## src/rtl/raizing_video_timer.sv

```systemverilog
`default_nettype none
// ============================================================================
//  Module   : raizing_video_timer
//  Purpose  : Parametrised raster timing (position, blanking, sync, strobes).
//             Define RVT_SYNC_ADJ_EN for per-frame runtime sync shifting.
//  Revision : 1.0 - initial release
// ============================================================================
module raizing_video_timer #(
    parameter int HW            = 9,
    parameter int VW            = 9,
    parameter int H_TOTAL       = 432,
    parameter int H_ACTIVE      = 320,
    parameter int HS_START      = 360,
    parameter int HS_END        = 379,
    parameter int V_TOTAL       = 262,
    parameter int V_ACTIVE      = 240,
    parameter int VS_START      = 244,
    parameter int VS_END        = 253,
    parameter int VRENDER_AHEAD = 1
) (
    input  logic          clk,
    input  logic          reset,
    input  logic          pxl_cen,
    input  logic [3:0]    h_ofs,
    input  logic [3:0]    v_ofs,
    output logic [HW-1:0] hpos,
    output logic [VW-1:0] vpos,
    output logic [VW-1:0] vrender,
    output logic          lhbl,
    output logic          lvbl,
    output logic          display_on,
    output logic          hsync,
    output logic          vsync,
    output logic          line_start,
    output logic          frame_start,
    output logic [7:0]    frame_cnt
);

    if (H_TOTAL > (1 << HW) || V_TOTAL > (1 << VW)) begin : g_chk_width
        $fatal(1, "raizing_video_timer: raster does not fit counter width");
    end
    if (HS_END >= H_TOTAL || VS_END >= V_TOTAL) begin : g_chk_sync_end
        $fatal(1, "raizing_video_timer: sync end outside raster");
    end
    if (HS_START < H_ACTIVE || VS_START < V_ACTIVE) begin : g_chk_sync_start
        $fatal(1, "raizing_video_timer: sync start inside active area");
    end
    if (VRENDER_AHEAD >= V_TOTAL) begin : g_chk_ahead
        $fatal(1, "raizing_video_timer: VRENDER_AHEAD too large");
    end

    // Sync windows are evaluated in signed arithmetic two bits wider than the
    // counters so a shifted edge can never wrap before clamping.
    localparam int SWH = HW + 2;
    localparam int SWV = VW + 2;
    localparam int VW1 = VW + 1;

    localparam logic [HW-1:0]         C_H_LAST   = HW'(H_TOTAL - 1);
    localparam logic [VW-1:0]         C_V_LAST   = VW'(V_TOTAL - 1);
    localparam logic [HW-1:0]         C_H_ACTIVE = HW'(H_ACTIVE);
    localparam logic [VW-1:0]         C_V_ACTIVE = VW'(V_ACTIVE);
    localparam logic [VW:0]           C_V_TOTAL  = VW1'(V_TOTAL);
    localparam logic [VW:0]           C_AHEAD    = VW1'(VRENDER_AHEAD);
    localparam logic signed [SWH-1:0] C_HS_START = SWH'(HS_START);
    localparam logic signed [SWH-1:0] C_HS_END   = SWH'(HS_END);
    localparam logic signed [SWH-1:0] C_H_MIN    = SWH'(H_ACTIVE);
    localparam logic signed [SWH-1:0] C_H_MAX    = SWH'(H_TOTAL - 1);
    localparam logic signed [SWV-1:0] C_VS_START = SWV'(VS_START);
    localparam logic signed [SWV-1:0] C_VS_END   = SWV'(VS_END);
    localparam logic signed [SWV-1:0] C_V_MIN    = SWV'(V_ACTIVE);
    localparam logic signed [SWV-1:0] C_V_MAX    = SWV'(V_TOTAL - 1);

    logic                  w_h_wrap;
    logic                  w_frame_nxt;
    logic [HW-1:0]         w_h_nxt;
    logic [VW-1:0]         w_v_nxt;
    logic [VW:0]           w_vr_sum;
    logic [VW-1:0]         w_vr_nxt;
    logic signed [3:0]     w_hs_d;
    logic signed [3:0]     w_vs_d;
    logic signed [SWH-1:0] w_h_s, w_hs_lo, w_hs_hi, w_hs_lo_raw, w_hs_hi_raw;
    logic signed [SWV-1:0] w_v_s, w_vs_lo, w_vs_hi, w_vs_lo_raw, w_vs_hi_raw;
    logic                  w_hsync_nxt;
    logic                  w_vsync_nxt;

    always_comb begin
        w_h_wrap    = (hpos == C_H_LAST);
        w_h_nxt     = w_h_wrap ? '0 : hpos + HW'(1);
        w_v_nxt     = vpos;
        if (w_h_wrap) begin
            w_v_nxt = (vpos == C_V_LAST) ? '0 : vpos + VW'(1);
        end
        w_frame_nxt = w_h_wrap && (vpos == C_V_LAST);
        // Wrap by subtraction in VW+1 bits so V_TOTAL-1 plus AHEAD cannot overflow.
        w_vr_sum    = {1'b0, w_v_nxt} + C_AHEAD;
        w_vr_nxt    = (w_vr_sum >= C_V_TOTAL) ? VW'(w_vr_sum - C_V_TOTAL) : VW'(w_vr_sum);
    end

`ifdef RVT_SYNC_ADJ_EN
    logic signed [3:0] r_hs_d;
    logic signed [3:0] r_vs_d;

    // New offsets take effect on the frame_start edge itself so a whole frame
    // always uses one shift.
    assign w_hs_d = w_frame_nxt ? signed'(h_ofs) : r_hs_d;
    assign w_vs_d = w_frame_nxt ? signed'(v_ofs) : r_vs_d;

    always_ff @(posedge clk or posedge reset) begin
        if (reset) begin
            r_hs_d <= '0;
            r_vs_d <= '0;
        end else if (pxl_cen && w_frame_nxt) begin
            r_hs_d <= w_hs_d;
            r_vs_d <= w_vs_d;
        end
    end
`else
    logic w_unused_ofs;

    assign w_hs_d       = '0;
    assign w_vs_d       = '0;
    assign w_unused_ofs = ^{h_ofs, v_ofs};
`endif

    always_comb begin
        w_h_s       = {2'b00, w_h_nxt};
        w_hs_lo_raw = C_HS_START + SWH'(w_hs_d);
        w_hs_hi_raw = C_HS_END + SWH'(w_hs_d);
        w_hs_lo     = (w_hs_lo_raw < C_H_MIN) ? C_H_MIN : w_hs_lo_raw;
        w_hs_hi     = (w_hs_hi_raw > C_H_MAX) ? C_H_MAX : w_hs_hi_raw;
        w_hsync_nxt = (w_h_s >= w_hs_lo) && (w_h_s <= w_hs_hi);

        w_v_s       = {2'b00, w_v_nxt};
        w_vs_lo_raw = C_VS_START + SWV'(w_vs_d);
        w_vs_hi_raw = C_VS_END + SWV'(w_vs_d);
        w_vs_lo     = (w_vs_lo_raw < C_V_MIN) ? C_V_MIN : w_vs_lo_raw;
        w_vs_hi     = (w_vs_hi_raw > C_V_MAX) ? C_V_MAX : w_vs_hi_raw;
        w_vsync_nxt = (w_v_s >= w_vs_lo) && (w_v_s <= w_vs_hi);
    end

    // All outputs are computed from the next position so they change together.
    always_ff @(posedge clk or posedge reset) begin
        if (reset) begin
            hpos        <= '0;
            vpos        <= '0;
            vrender     <= VW'(VRENDER_AHEAD);
            lhbl        <= 1'b1;
            lvbl        <= 1'b1;
            display_on  <= 1'b1;
            hsync       <= 1'b0;
            vsync       <= 1'b0;
            line_start  <= 1'b0;
            frame_start <= 1'b0;
            frame_cnt   <= '0;
        end else begin
            line_start  <= 1'b0;
            frame_start <= 1'b0;
            if (pxl_cen) begin
                hpos        <= w_h_nxt;
                vpos        <= w_v_nxt;
                vrender     <= w_vr_nxt;
                lhbl        <= (w_h_nxt < C_H_ACTIVE);
                lvbl        <= (w_v_nxt < C_V_ACTIVE);
                display_on  <= (w_h_nxt < C_H_ACTIVE) && (w_v_nxt < C_V_ACTIVE);
                hsync       <= w_hsync_nxt;
                vsync       <= w_vsync_nxt;
                line_start  <= w_h_wrap;
                frame_start <= w_frame_nxt;
                if (w_frame_nxt) begin
                    frame_cnt <= frame_cnt + 8'd1;
                end
            end
        end
    end

endmodule
`default_nettype wire

```

## config.mk

```make
export PLATFORM = sky130hd
export DESIGN_NAME = raizing_video_timer
export DESIGN_NICKNAME = d
export VERILOG_FILES = /design/src/rtl/raizing_video_timer.sv
export SDC_FILE = /design/constraint.sdc
export NUM_CORES = 1
export LEC_CHECK = 0
export ABC_AREA = 1
export BUFFER_PORTS_ARGS = -buffer_cell sky130_fd_sc_hd__buf_2
export CORE_ASPECT_RATIO = 1.4
export CORE_MARGIN = 2
export CORE_UTILIZATION = 53
export CTS_BUF_LIST = sky130_fd_sc_hd__clkbuf_4
export CTS_CLUSTER_SIZE = 25
export DETAILED_ROUTE_END_ITERATION = 8
export PLACE_DENSITY = 0.76
export SKIP_LAST_GASP = 1
export SLEW_MARGIN = 0
export SYNTH_ARGS = -nofsm -noshare
export SYNTH_HDL_FRONTEND = slang
export SYNTH_SLANG_ARGS = --single-unit
```

## constraint.sdc

```tcl
create_clock -name clk -period 5.95 [get_ports clk]
set_input_delay 1.19 -clock clk [delete_from_list [all_inputs] [get_ports clk]]
set_output_delay 1.19 -clock clk [all_outputs]
set_load 0.02 [all_outputs]
```

==> results of run 1 <==
state kept, by name, summed over array words and instances, names as in the netlist:
register / count
hpos: 9
vpos: 9
vrender: 9
frame_cnt: 8
display_on: 1
frame_start: 1
hsync: 1
lhbl: 1
line_start: 1
lvbl: 1
vsync: 1
kinds of logic after synthesis:
kind of cell	Yosys count	synth area share
and+or+nand+nor	286	0.444
buffers and inverters	57	0.0706
AOI/OAI and AO/OA	43	0.0770
DFF	42	0.339
xor gates and xnor gates	12	0.0337
adders and majority gates	9	0.0361
layout make-up:
class	count	area [um^2]	area share
clock buffers	5	37.5	0.0108
clock inverters	3	23.8	0.00685
inverters	49	186	0.0537
multi-input cells	350	1840	0.531
flip-flops and latches	42	1060	0.304
well taps	70	87.6	0.0252
repair buffers	46	235	0.0678
metal layers:
metal	share of wire	track usage	routed length, um
met2	0.51	0.413	3840
met5	0	0	0
met3	0.038	0.0358	284
met4	0.024	0.123	182
met1	0.43	0.301	3230
how the worst max path moves through the flow:
stage             from    endpoint  slack, ps  depth (start not counted)
2_1_floorplan  hpos[1]  vrender[7]       3150                         22
3_3_place_gp   hpos[1]  vrender[2]       2960                         21
3_5_place_dp   hpos[1]  vrender[2]       2930                         21
4_1_cts        hpos[1]  vrender[6]       2870                         22
5_1_grt        hpos[0]  vrender[7]       2580                         22
6_report       hpos[1]  vrender[6]       2860                         22
power breakdown:
part	switching, mW	total, mW	internal (mW)
combinational	0.300	0.440	0.140
sequential	0.0585	0.394	0.335
clock	0.110	0.158	0.0475
per-stage QoR:
stage	util	hold WS, ps
after floorplan	-	501
after detailed placement	0.590	459
after global placement	0.590	458
after CTS	0.600	481
after global routing	0.600	513
final	0.600	475
critical path: cells and delay by family (launching register included):
kind | cells | cell delay [ps]
and+or+nand+nor | 18 | 1830
DFF | 1 | 450
adders and majority gates | 2 | 510
buffers and inverters | 2 | 190
layout by cell type (no fill, tap or decap), drive strengths merged:
cell,n
inv,49
dfstp,4
nand4,16
clkinv,1
nor3,12
nand3,39
o211ai,1
nand2,179
a21oi,8
clkinvlp,2
xor2,9
clkbuf,5
dfrtp,38
xnor2,3
o21ai,34
nor2,38
or2,1
buf,46
ha,9
and2,1
==> flow_summary.ini, run 1 <==
[critical_path]
cp_cell_sequence = ha_1, nand2_2, nor2_8, nand3_2, nor2_4, nand2_1, nand2_2, inv_1, ha_1, nand3_2, nor2_1, nand2_1, nand2_1, inv_2, nand2_2, nor2_4, nand3_2, nand2_4, nand2_1, nand2_1, nand2_1, nand2_1
worstReg2RegStart = hpos[1]
crit_path_end_kind = flop
rr_endpoint = vrender[6]
reg2regPathDepth = 22
rrSetupSlack_ps = 2860
cp_common_cell = nand2_1
max_stage_delay_ps = 450
startpoint_type = flop
cp_max_fo = 7
crit_required_ps = 6260
slowest_stage = dfrtp_1
arrival_ps = 3400
critical_path_class = flop to flop

[sta]
rsz0062_at_grt = false
fmax_ghz = 0.324
timing.final.crit_share = 0.519
period_needed_ps = 3090
slew_violations = 0
tightest_slew_ps = 551
final.setup.worst_slack_ps = 2860
maxSlewHeadroom = 0.633
finClkSkew_ps = 13.1
hold_viol_final = 0
fin_setup_tns_ps = 0
setup_viol = 0

[die]
die_h_um = 94.8
core_mm2 = 0.00578
ioPinCount = 53
start_util = 0.540
rows = 33
dieArea_mm2 = 0.00652
die_x_um = 68.8

[run]
cap_viol_max_count = 0

[synth]
ys_top_cells_by_area = dfrtp_1, nand2_1, nand3_1, o21ai_0, inv_1
synth_nets = 469
synth_cell_types = 34
synth_most_common_cell = nand2_1
synth_seq_area_share = 0.339
synth-seq-cells = 42
async_flop_share = 1.00
yosys.area.top_type_share = 0.305
syn-cell-area_mm2 = 0.00312
syn_inst = 449
synth_top_area_cell = dfrtp_1
syn_avg_cell_area_um2 = 6.95
yosysWarnings = 0
synth_edf_count = 0
yosys-top-cells-count = nand2_1, dfrtp_1, inv_1
synth_flop_cell = dfrtp_1

[global_route]
grt_pass1_wl_um = 12300
grt_max_degree = 43
antenna_found_initial = 0
grt_usage = 0.247
grt_pass1_vias = 2714
grt_overflow_total = 0

[power_and_ir_drop]
p_leak_nw = 1.86
pwr_density_cell_mw_per_mm2 = 286
vdd.ir_drop.worst_v = 0.000123
power_uw = 991

[clocking]
cts_tree = built
htreeDepth = 2
path_clk_slew_ps = 150
ctsRootBufferMaster = clkbuf_4
cts_resized = 0
clockBufferDepth = 2
numCtsBuffers = 5
insertion_delay_ps = 370
cts_sinks = 42
post_cts_buffers = 0
cts_hold_buf = 0

[layout]
drive_gt1_frac = 0.224
finish.instance_area_mm2 = 0.00347
num-nets-final = 514
n_antenna_cell = 0
stdcell_count = 565
area_growth_syn_to_layout_pct = 11.2
nFillCells = 575

[worst_hold_path]
min_path_type = flop to flop
min-delay-start = frame_cnt[7]
min_to = frame_cnt[7]
worstHoldPathCells = 1

[routing]
firstDrtPassIters = 5
drcViolationCount = 0
wl_per_cell_um = 13.3
via_per_inst = 5.28
drtIter0Drc = 201
routed_wirelength_um = 7540
ant_nets = 0
vias = 2983

[placement]
hpwl_um = 5690
place_area_mm2 = 0.00341
io_buffers = 44
dpl.cell_count = 557
place_ws_ps = 2930
routabilityCongestion = 0.939

[status]
status = finished clean
Power figures use the tool's default switching activity.
==> inputs of run 2 (changes only) <==
ABC_AREA = 0   (was 1)
clock period = 2.9 ns   (was 5.95 ns; I/O delays follow)
==> run 2 against run 1 <==
The run now ends with setup timing left. Clock-buffer cell count is 1 higher. Combinational power grew to 3.7 times the previous value. Register-to-register slack lost 3500 ps. Synthesized cell count decreased by 26%. Total power rose to 2.8 times the previous value. Sequential cell count unchanged. Global-route usage rose by 3.4 points. Area after synthesis fell by 6.3%. Final cell count shrank 9.9%. Maximum frequency fell by 13%. Largest power group unchanged. Highest routed layer unchanged.
==> flow_summary.ini, run 2 <==
[status]
status = finished, violations left
violations = setup timing

[global_route]
grt_usage = 0.280
grt_pass1_vias = 2838
grt_pass1_wl_um = 13000
grt_max_degree = 35
antenna_found_initial = 0
grt_overflow_total = 0

[synth]
syn_avg_cell_area_um2 = 8.80
synth_flop_cell = dfrtp_1
synth_nets = 352
yosys-top-cells-count = dfrtp_1, nor2_1, nand2_1
synth_most_common_cell = dfrtp_1
synth_top_area_cell = dfrtp_1
yosysWarnings = 0
syn-cell-area_mm2 = 0.00292
synth_seq_area_share = 0.361
ys_top_cells_by_area = dfrtp_1, nor2_1, xnor2_1, a21oi_1, ha_1
synth_edf_count = 0
synth-seq-cells = 42
syn_inst = 332
synth_cell_types = 61
async_flop_share = 1.00
yosys.area.top_type_share = 0.325

[layout]
drive_gt1_frac = 0.442
num-nets-final = 460
most-common-layout-cells = buf_4, buf_2, nor2_1
largestRegisters = hpos: 9 flops, vpos: 9 flops, vrender: 9 flops
area_growth_syn_to_layout_pct = 38.7
final_util = 0.750
mostFrequentLayoutCell = buf_4
finish.instance_area_mm2 = 0.00405
n_antenna_cell = 0
seqCellArea_mm2 = 0.00106
multiInputGateArea_mm2 = 0.00197
nFillCells = 382

[routing]
via_per_inst = 6.13
wl_per_cell_um = 17.6
vias = 3118
drcViolationCount = 0
drtIter0Drc = 281
ant_nets = 0
firstDrtPassIters = 5
routed_wirelength_um = 8950

[worst_hold_path]
min_path_type = input port to asynchronous set/reset pin

[power_and_ir_drop]
p_leak_nw = 1.89
p_clk_frac = 0.112
seqPwrFrac = 0.294
switching_share = 0.444
pwr_density_cell_mw_per_mm2 = 677
vdd.ir_drop.worst_v = 0.000398
combPwrFrac = 0.594
internal-power_mw = 1.53
switchingPower_mw = 1.22
power_mw = 2.75

[critical_path]
max_stage_delay_ps = 560
arrival_ps = 3820
startpoint_type = flop
cp_cell_sequence = or4b_4, nor2_4, nor3_2, a21oi_2, inv_2, ha_4, nand2_2, a21oi_2, nor3_4, buf_6, and2_4, nor2b_4, a211oi_2, a2bb2oi_4, buf_6, a21oi_1, a221o_1
cp_max_fo = 7
crit_path_end_kind = flop
crit_required_ps = 3170
critical_path_class = flop to flop
slowest_stage = or4b_4

[sta]
setup_viol = 8
rsz0062_at_grt = true
final.setup.worst_slack_ps = -652
tightest_slew_ps = 682
finClkSkew_ps = 11.8
slew_violations = 0
fmax_ghz = 0.281
timing.final.crit_share = 1.22
maxSlewHeadroom = 0.545
period_needed_ps = 3550
hold_viol_final = 0

[clocking]
clockBufferDepth = 2
path_clk_slew_ps = 130
numCtsBuffers = 5
htreeDepth = 2
insertion_delay_ps = 370
cts_sinks = 42
cts_hold_buf = 0
cts_tree = built
ctsRootBufferMaster = clkbuf_4

[die]
die_h_um = 91.9
ioPinCount = 53
rows = 32
dieArea_mm2 = 0.00613
die_x_um = 66.8
core_mm2 = 0.00541
start_util = 0.541

[placement]
place_area_mm2 = 0.00374
routabilityCongestion = 0.894
io_buffers = 44
hpwl_um = 5640

[run]
cap_viol_max_count = 0
==> run 2: cell families after synthesis <==
| logic type | Yosys count | synth area share |
|---|---|---|
| mux | 11 | 0.0407 |
| flops | 42 | 0.361 |
| simple gates | 134 | 0.257 |
| xor+xnor | 25 | 0.0775 |
| buf+inv | 35 | 0.0548 |
| compound gates | 76 | 0.170 |
| fa+ha+maj | 9 | 0.0385 |
==> run 2: power by group through the flow <==
stage | sequential [mW] | clock [mW] | combinational (mW)
2_1_floorplan | 0.962 | 0 | 0.751
3_3_place_gp | 0.799 | 0 | 1.36
3_5_place_dp | 0.806 | 0 | 1.40
4_1_cts | 0.796 | 0.305 | 1.47
5_1_grt | 0.819 | 0.338 | 1.74
6_report | 0.807 | 0.309 | 1.63
==> run 2: area by class of cell <==
type / instances / share of cell area
Clock buffer: 6 / 0.0111
Inverter: 13 / 0.0120
Clock inverter: 2 / 0.00247
Timing Repair Buffer: 123 / 0.205
Tap cell: 68 / 0.0210
Multi-Input combinational cell: 255 / 0.485
Sequential cell: 42 / 0.263
==> run 2: worst max-delay path: cells and delay by family, from the launching register on <==
kind	cells	cell delay, ps
AO/OA/AOI/OAI	6	970
adder cells (fa/ha/maj)	1	190
buffers and inverters	3	380
flip-flops	1	420
AND/OR/NAND/NOR	7	1500
==> run 2: metal layers <==
metal | wire (um) | track usage
met5 | 0 | 0
met4 | 459 | 0.158
met3 | 527 | 0.0454
met1 | 3260 | 0.315
met2 | 4700 | 0.488
==> run 2: final timing paths <==
path	startpoint	endpoint	slack, ps	depth (start not counted)
max reg2reg	vpos[3]	vrender[4]	-650	17
min in group clk	frame_cnt[7]	frame_cnt[7]	470	1
min reg2reg	frame_cnt[7]	frame_cnt[7]	470	1
max in group asynchronous	reset	lvbl	1990	3
max	vpos[3]	vrender[4]	-650	17
min	reset	frame_cnt[4]	130	2
==> run 2: timing repair <==
action                                  in CTS  in global routing
endpoints found under the setup margin       8                  8
pin swaps                                   11                 16
buffers inserted                             8                  4
gates resized for setup                     12                 20
==> run 2: stage by stage <==
stage	std cells	setup TNS (ps)	hold WS, ps	setup WS (ps)
floorplan	332	-3150	501	-530
global placement	489	-2950	455	-461
detailed placement	489	-3580	461	-547
CTS	505	-3170	148	-466
global route	509	-5190	160	-751
finish	509	-4310	130	-652
